## config.mk

```make
export PLATFORM = sky130hd
export DESIGN_NAME = mod14_transition_monitor
export DESIGN_NICKNAME = d
export VERILOG_FILES = /design/src/rtl/mod14_mon_pkg.sv /design/src/rtl/mod14_evt_fifo.sv /design/src/rtl/mod14_transition_monitor.sv
export SDC_FILE = /design/constraint.sdc
export NUM_CORES = 1
export LEC_CHECK = 0
export ABC_AREA = 1
export BUFFER_PORTS_ARGS = -buffer_cell sky130_fd_sc_hd__buf_2
export CAP_MARGIN = 20
export CORE_ASPECT_RATIO = 1.4
export CORE_MARGIN = 2
export CORE_UTILIZATION = 45
export DETAILED_ROUTE_END_ITERATION = 10
export SYNTH_ARGS = -nofsm -noshare
export SYNTH_HDL_FRONTEND = slang
export SYNTH_SLANG_ARGS = --single-unit
```

## constraint.sdc

```tcl
create_clock -name clk -period 7.35 [get_ports clk]
set_clock_uncertainty 0.1 [all_clocks]
set_input_delay 0.735 -clock clk [delete_from_list [all_inputs] [get_ports clk]]
set_output_delay 0.735 -clock clk [all_outputs]
set_load 0.005 [all_outputs]
```

## src/rtl/mod14_mon_pkg.sv

```systemverilog
// Shared types for the Mod-14 transition monitor: event codes and the queued event record.
package mod14_mon_pkg;

  localparam logic [3:0] MOD_MAX = 4'd13;

  typedef enum logic [2:0] {
    EV_NONE    = 3'd0,
    EV_INC     = 3'd1,
    EV_DEC     = 3'd2,
    EV_WRAP_UP = 3'd3,
    EV_WRAP_DN = 3'd4,
    EV_JUMP    = 3'd5,
    EV_ILLEGAL = 3'd6
  } evt_e;

  typedef struct packed {
    evt_e       typ;
    logic [3:0] cnt;
  } evt_rec_t;

endpackage

```

## src/rtl/mod14_evt_fifo.sv

```systemverilog
// Synchronous event FIFO with a registered head; a push is accepted when full if a pop
// happens in the same cycle.
module mod14_evt_fifo
  import mod14_mon_pkg::*;
#(
  parameter int FIFO_DEPTH = 4
) (
  input  logic     clk,
  input  logic     rst_n,
  input  logic     clr,
  input  logic     push,
  input  logic     pop,
  input  evt_rec_t din,
  output logic     full,
  output logic     head_vld,
  output evt_rec_t head
);

  localparam int PTR_W = $clog2(FIFO_DEPTH);
  localparam int CNT_W = PTR_W + 1;

  evt_rec_t         mem [FIFO_DEPTH];
  logic [PTR_W-1:0] rd_ptr;
  logic [PTR_W-1:0] wr_ptr;
  logic [PTR_W-1:0] rd_nxt;
  logic [CNT_W-1:0] count;
  logic [CNT_W-1:0] count_after_pop;
  logic [CNT_W-1:0] count_nxt;
  logic             do_push;
  logic             do_pop;

  assign full = (count == CNT_W'(FIFO_DEPTH));

  always_comb begin
    do_pop          = pop && head_vld;
    do_push         = push && (!full || do_pop);
    rd_nxt          = rd_ptr + PTR_W'(do_pop);
    count_after_pop = count - CNT_W'(do_pop);
    count_nxt       = count_after_pop + CNT_W'(do_push);
  end

  always_ff @(posedge clk) begin
    if (do_push && !clr) mem[wr_ptr] <= din;
  end

  // Head is the next occupant after this cycle's pop: the incoming record if the
  // FIFO would otherwise be empty, else the stored entry at the advanced read pointer.
  always_ff @(posedge clk or negedge rst_n) begin
    if (!rst_n) begin
      rd_ptr   <= '0;
      wr_ptr   <= '0;
      count    <= '0;
      head_vld <= 1'b0;
      head     <= '0;
    end else if (clr) begin
      rd_ptr   <= '0;
      wr_ptr   <= '0;
      count    <= '0;
      head_vld <= 1'b0;
      head     <= '0;
    end else begin
      rd_ptr   <= rd_nxt;
      if (do_push) wr_ptr <= wr_ptr + PTR_W'(1);
      count    <= count_nxt;
      head_vld <= (count_nxt != '0);
      if (count_nxt != '0) head <= (count_after_pop == '0) ? din : mem[rd_nxt];
    end
  end

endmodule

```

## src/rtl/mod14_transition_monitor.sv

```systemverilog
// Observes a Mod-14 counter, classifies each sampled change, tallies wraps and queues
// event records for a valid/ready consumer.
module mod14_transition_monitor
  import mod14_mon_pkg::*;
#(
  parameter int FIFO_DEPTH = 4,
  parameter int WRAP_W     = 8
) (
  input  logic                     clk,
  input  logic                     rst_n,
  input  logic                     mon_en,
  input  logic [3:0]               cnt_in,
  input  logic                     clr,
  output logic                     evt_valid,
  input  logic                     evt_ready,
  output logic [2:0]               evt_type,
  output logic [3:0]               evt_cnt,
  output logic signed [WRAP_W-1:0] wrap_tally,
  output logic                     illegal,
  output logic                     overflow
);

  logic [3:0] prev_q;
  logic       prev_vld;
  evt_e       typ;
  logic       sample;
  logic       legal;
  logic       classify_en;
  logic       push;
  logic       pop;
  logic       fifo_full;
  evt_rec_t   rec;
  evt_rec_t   head;

  function automatic logic signed [WRAP_W-1:0] tally_step(
    input logic signed [WRAP_W-1:0] t,
    input evt_e                     e
  );
    logic signed [WRAP_W-1:0] r;
    r = t;
    if (e == EV_WRAP_UP)      r = t + WRAP_W'(1);
    else if (e == EV_WRAP_DN) r = t - WRAP_W'(1);
    return r;
  endfunction

  always_comb begin
    typ = EV_NONE;
    if (cnt_in > MOD_MAX)                               typ = EV_ILLEGAL;
    else if (cnt_in == prev_q)                          typ = EV_NONE;
    else if (prev_q == MOD_MAX && cnt_in == 4'd0)       typ = EV_WRAP_UP;
    else if (prev_q == 4'd0 && cnt_in == MOD_MAX)       typ = EV_WRAP_DN;
    else if ({1'b0, cnt_in} == {1'b0, prev_q} + 5'd1)   typ = EV_INC;
    else if ({1'b0, cnt_in} + 5'd1 == {1'b0, prev_q})   typ = EV_DEC;
    else                                                typ = EV_JUMP;
  end

  assign sample      = mon_en && !clr;
  assign legal       = (cnt_in <= MOD_MAX);
  assign classify_en = sample && prev_vld;
  assign push        = classify_en && (typ != EV_NONE);
  assign pop         = evt_valid && evt_ready;
  assign rec         = '{typ: typ, cnt: cnt_in};

  // Illegal samples never become the reference, so the next legal value is judged
  // against the last legal one.
  always_ff @(posedge clk or negedge rst_n) begin
    if (!rst_n) begin
      prev_q     <= 4'd0;
      prev_vld   <= 1'b0;
      wrap_tally <= '0;
      illegal    <= 1'b0;
      overflow   <= 1'b0;
    end else if (clr) begin
      prev_q     <= 4'd0;
      prev_vld   <= 1'b0;
      wrap_tally <= '0;
      illegal    <= 1'b0;
      overflow   <= 1'b0;
    end else begin
      if (sample && legal) begin
        prev_q   <= cnt_in;
        prev_vld <= 1'b1;
      end
      if (classify_en) wrap_tally <= tally_step(wrap_tally, typ);
      if (sample && !legal) illegal <= 1'b1;
      if (push && fifo_full && !pop) overflow <= 1'b1;
    end
  end

  mod14_evt_fifo #(
    .FIFO_DEPTH(FIFO_DEPTH)
  ) u_fifo (
    .clk      (clk),
    .rst_n    (rst_n),
    .clr      (clr),
    .push     (push),
    .pop      (pop),
    .din      (rec),
    .full     (fifo_full),
    .head_vld (evt_valid),
    .head     (head)
  );

  assign evt_type = head.typ;
  assign evt_cnt  = head.cnt;

endmodule
```

==> flow_summary.toml, run 1 <==
[placement]
dp_cells = 461
place.gp.congestion = 0.879
dpl.hpwl_um = 4780
dp_slack_ns = 3.59
placed_cell_area_mm2 = 0.00342
port_buffers = 26

[route]
drt_iter0_drc = 154
vias = 2378
drc = 0
ant_nets = 0
dr.pass1.iters = 4
vias_per_cell = 4.99
drt-total-wl_um = 6630
wl_per_cell_um = 13.9

[floorplanning]
die_area_mm2 = 0.00777
die_height_um = 103
rows = 36
die_x_um = 75.1
num_io_pins = 27
initial_utilization_pct = 46.2
core-area_mm2 = 0.00689

[clocking]
cts_setup_buffers = 0
clock_latency_ns = 0.34
postCtsHoldBufs = 0
cts_tree = "done"
cts_sinks = 58
cts_htree_levels = 3
cts_resized = 0
clkTransAtPathRegs_ns = 0.07
cts_made_buffers = 9
cts-root-buf = "clkbuf_8"
max-clock-path-buffers = 2

[global_routing]
grt_pass1_vias = 2338
antenna_found_initial = 0
grt_first_pass_wirelength_um = 11200
grt_usage_pct = 19.6
grt_overflow_total = 0
grt_max_degree = 31

[sta]
setup_viol = 0
period_minus_slack_ns = 3.39
finalWorstSetupSlack_ns = 3.96
finalCritPeriodShare_pct = 46.2
drv_slew = 0
rsz0062_at_grt = "false"
fmax_mhz = 295
relSlewSlack_pct = 55.3
fin_tns_setup_ns = 0
tightest_slew_ns = 0.671
hold_viol_final = 0

[logic_synthesis]
ys_async_sr_fraction_pct = 51.7
synth_nets = 375
synth_edf_count = 28
synth_seq_cells = 58
postSynthCellCount = 344
syn_area_per_cell_um2 = 9.25
synth_area_mm2 = 0.00318
yosys_warnings = 0
synth_cell_types = 33
yosysSeqAreaShare_pct = 50.0
ys.flop_type = "dfrtp_1"

[critical_path]
crit_type = "in2reg"
critical_path.slowest_cell = "nor2_1"
r2r_slack_ns = 4.07
critPathMaxStageDelay_ns = 0.36
cp_max_fo = 10
crit_buf_inv = 4
path_delay_family = "simple AND/OR/NAND/NOR gates"
crit_top_cell = "ha_1"
cp_cell_sequence = "buf_2, inv_1, ha_1, nand2_1, nor3_4, nand3_2, clkinv_1, nor2_1, nand3b_1, nand3_4, nand3_4, inv_2, ha_1, ha_1, xor2_1, nand3_1, nor2_1, nand2_1, o31ai_1"
end_kind = "register"
cp.arrival_ns = 3.54
required_ns = 7.50
cp-start-kind = "input pin"

[power]
ir_worst_vdd_mv = 0.123
finalPower_mw = 1.01
power_density_mw_per_mm2 = 277
power.leakage_nw = 1.73

[run]
drv_cap = 0

[final_layout]
regArea_mm2 = 0.00159
stdcell_area_mm2 = 0.00365
diodes = 0
layout_common_cells = "53 x nand2_1, 41 x nor2_1, 38 x inv_1"
drive_gt1_share_pct = 19.4
num-nets-final = 408
final_common_cell = "nand2_1"
syn_to_final_growth_pct = 14.8
fin_cells = 477
fill_cells = 642
multiInputGateArea_mm2 = 0.00138

[run_status]
status = "complete, no violations"

[hold_path]
hp-class = "in2async"
-- cells in the mapped netlist, types with 4 or more instances --
cell type	n	area [um2]
nor2_2	6	37.5
edfxtp_1	28	841
nor2_1	41	154
o22ai_1	5	31.3
xor2_1	6	52.6
o21ai_0	19	95.1
o21ai_1	8	40.0
dfrtp_1	30	751
inv_1	38	143
nand2_1	53	199
inv_2	9	33.8
nand3_1	19	95.1
xnor2_1	4	35.0
nand3_2	5	50.1
nand2_2	5	31.3
ha_1	21	263
o31ai_1	4	30.0
a21oi_1	17	85.1
-- worst paths after layout --
check	start	end	cells past startpoint
setup / recovery	cnt_in[1]	u_fifo.head[1]$_DFFE_PN0P_	19
hold reg to reg	u_fifo.head[3]$_DFFE_PN0P_	u_fifo.head[3]$_DFFE_PN0P_	2
hold / removal	rst_n	u_fifo.head[0]$_DFFE_PN0P_	1
min in group clk	u_fifo.head[3]$_DFFE_PN0P_	u_fifo.head[3]$_DFFE_PN0P_	2
setup reg to reg	prev_q[1]$_DFFE_PN0P_	u_fifo.head[1]$_DFFE_PN0P_	18
max in group asynchronous	rst_n	prev_q[0]$_DFFE_PN0P_	1
-- cell type report --
class | count | area share, %
Clock buffer | 11 | 3.60
Clock inverter | 5 | 2.81
Inverter | 50 | 5.14
Multi-Input combinational cell | 231 | 37.8
Sequential cell | 58 | 43.6
Tap cell | 95 | 3.26
Timing Repair Buffer | 27 | 3.77
-- cell families after synthesis --
logic type / Yosys count / synth area share (%)
muxes: 1 / 0.315
AOI/OAI and AO/OA: 55 / 9.36
DFF: 58 / 50.0
and+or+nand+nor: 143 / 22.1
buffers and inverters: 55 / 6.57
xor gates and xnor gates: 10 / 2.75
adders and majority gates: 22 / 8.89
-- sequential cells by signal (all words and copies together), names as in the netlist --
signal           cells
wrap_tally           8
u_fifo.count         3
u_fifo.head          7
overflow             1
prev_vld             1
prev_q               4
u_fifo.rd_ptr        2
u_fifo.head_vld      1
u_fifo.mem          28
u_fifo.wr_ptr        2
illegal              1
-- metrics by stage --
step	hold slack, ns	util [%]
after CTS	0.362	53.0
final	0.316	53.0
after floorplan	0.339	-
after detailed placement	0.371	49.6
after global placement	0.366	49.6
after global routing	0.388	53.0
-- where the power goes --
group / leakage, nW / switching (mW) / total (mW) / internal, mW
sequential: 0.656 / 0.0168 / 0.389 / 0.373
clock: 0.114 / 0.125 / 0.350 / 0.225
combinational: 0.961 / 0.181 / 0.270 / 0.0887
total: 1.73 / 0.323 / 1.01 / 0.686
-- routing by layer --
metal	GRT usage [%]	wire [um]	up-vias
li1	-	-	1208
met1	23.1	2740	1121
met2	34.2	3590	45
met5	0	0	-
met3	4.75	255	4
met4	6.87	49	0
(Power assumes the default switching activity.)
==> run 2: changes to the inputs <==
- clock period: 7.35 -> 3.54 ns (I/O delays scaled with it)
==> flow_summary.toml, run 2 (synthesized netlist as in run 1, its figures left out) <==
[floorplanning]
initial_utilization_pct = 46.2
core-area_mm2 = 0.00689
num_io_pins = 27
die_area_mm2 = 0.00777
die_x_um = 75.1
rows = 36
die_height_um = 103

[route]
drt_iter0_drc = 143
ant_nets = 0
drc = 0
vias_per_cell = 5.03
wl_per_cell_um = 13.9
dr.pass1.iters = 4
vias = 2410
drt-total-wl_um = 6680

[clocking]
clkTransAtPathRegs_ns = 0.07
max-clock-path-buffers = 2
cts_sinks = 58
cts_tree = "done"
cts-root-buf = "clkbuf_8"
cts_htree_levels = 3
clock_latency_ns = 0.34
cts_setup_buffers = 0
cts_made_buffers = 9

[critical_path]
cp-start-kind = "register"
crit_type = "reg2reg"
required_ns = 3.67
cp.arrival_ns = 3.37
end_kind = "register"
cp_max_fo = 7

[power]
clockPowerShare_pct = 34.8
power_density_mw_per_mm2 = 571
comb_power_share_pct = 26.6
ir_worst_vdd_mv = 0.298
p_switching_uw = 674
power.leakage_nw = 1.74
seqPwrFrac_pct = 38.6
finalPower_mw = 2.09
p_int_mw = 1.42
swShare_pct = 32.2

[placement]
dpl.hpwl_um = 4870
place.gp.congestion = 0.847
dp_cells = 462
port_buffers = 26

[sta]
fmax_mhz = 308
holdWs_ns = 0.215
fin_tns_setup_ns = 0
drv_slew = 0
hold_viol_final = 0
period_minus_slack_ns = 3.25
rsz0062_at_grt = "false"
setup_viol = 0
finalCritPeriodShare_pct = 91.8
relSlewSlack_pct = 53.7
tightest_slew_ns = 0.695

[hold_path]
hp-class = "in2reg"

[global_routing]
grt_first_pass_wirelength_um = 11200
antenna_found_initial = 0
grt_pass1_vias = 2351
grt_overflow_total = 0
grt_max_degree = 31
grt_usage_pct = 19.6

[final_layout]
layout_common_cells = "53 x nand2_1, 40 x nor2_1, 38 x inv_1"
final_common_cell = "nand2_1"
largest_register_ff_count = 28
drive_gt1_share_pct = 19.8
num-nets-final = 410
syn_to_final_growth_pct = 15.3
fin_cells = 479
diodes = 0
top_regs = "u_fifo.mem (28), wrap_tally (8), u_fifo.head (7)"
regMostFlops = "u_fifo.mem"

[run_status]
status = "complete, no violations"

[run]
drv_cap = 0
[run 2: changes by cell type in the layout (fill, tap and decap cells not counted), sizes merged]
| cell | previous run | this run |
|---|---|---|
| dlygate4sd3 | 0 | 1 |
| clkinv | 4 | 7 |
| clkinvlp | 1 | 0 |
| buf | 27 | 28 |
| clkbuf | 11 | 9 |
[run 2: metal layers]
metal | part of all wire, % | vias up | global-route usage (%)
met2 | 54 | 41 | 35.2
met1 | 41 | 1137 | 21.1
met4 | 2.2 | 0 | 8.65
li1 | - | 1214 | -
met3 | 3.2 | 18 | 5.04
met5 | 0 | - | 0
[run 2: final cells by class]
| class | count | area [um2] |
|---|---|---|
| clock inverters | 7 | 108 |
| well taps | 95 | 119 |
| flip-flops and latches | 58 | 1590 |
| fillers | 658 | 3220 |
| inverters | 50 | 188 |
| clock buffers | 9 | 124 |
| multi-input cells | 231 | 1380 |
| repair buffers | 29 | 155 |
[run 2: metrics by stage]
step / setup WS (ns) / instance area (um2) / utilization [%]
after global routing: 0.110 / 3670 / 53.2
after global placement: 0.290 / 3420 / 49.7
after floorplan: 0.708 / 3180 / -
after detailed placement: 0.197 / 3420 / 49.7
final: 0.292 / 3670 / 53.2
after CTS: 0.204 / 3660 / 53.2
[run 2: worst paths after layout]
kind	startpoint	to	slack, ns	cells after the start
setup reg to reg	prev_q[1]$_DFFE_PN0P_	u_fifo.head[6]$_DFFE_PN0P_	0.29	19
setup / recovery	prev_q[1]$_DFFE_PN0P_	u_fifo.head[6]$_DFFE_PN0P_	0.29	19
max in group asynchronous	rst_n	wrap_tally[1]$_DFFE_PN0P_	2.40	2
hold reg to reg	u_fifo.head[3]$_DFFE_PN0P_	u_fifo.head[3]$_DFFE_PN0P_	0.38	2
hold / removal	clr	overflow$_DFFE_PN0P_	0.22	2
min in group asynchronous	rst_n	u_fifo.head[2]$_DFFE_PN0P_	0.49	2
[run 2: worst max-delay path: stages, from the launching register on]
cell and delay (ns):
dfrtp_1 0.45, inv_1 0.13, ha_1 0.31, xor2_1 0.15, nor2_1 0.13, nand3_2 0.11, nand2_2 0.09, nand2_2 0.06
nor2_4 0.11, nand3_4 0.11, nand3_4 0.13, inv_2 0.04, ha_1 0.17, ha_1 0.19, xor2_1 0.19, nand3_1 0.14
nand2_1 0.24, inv_1 0.11, o21ai_1 0.09, o21ai_1 0.07
[run 2: what timing repair did]
action / in CTS / in global routing
hold buffers: 1 / 0
gates resized for setup: 0 / 1
endpoints found under the setup margin: 0 / 1
hold endpoints to repair: 30 / 0
[run 2: power by group through the flow]
stage / clock network [mW] / logic (mW) / registers (mW)
after CTS: 0.737 / 0.562 / 0.810
after detailed placement: 0 / 0.558 / 0.823
final: 0.729 / 0.557 / 0.808
after floorplan: 0 / 0.390 / 0.820
after global placement: 0 / 0.554 / 0.820
after global routing: 0.763 / 0.649 / 0.816
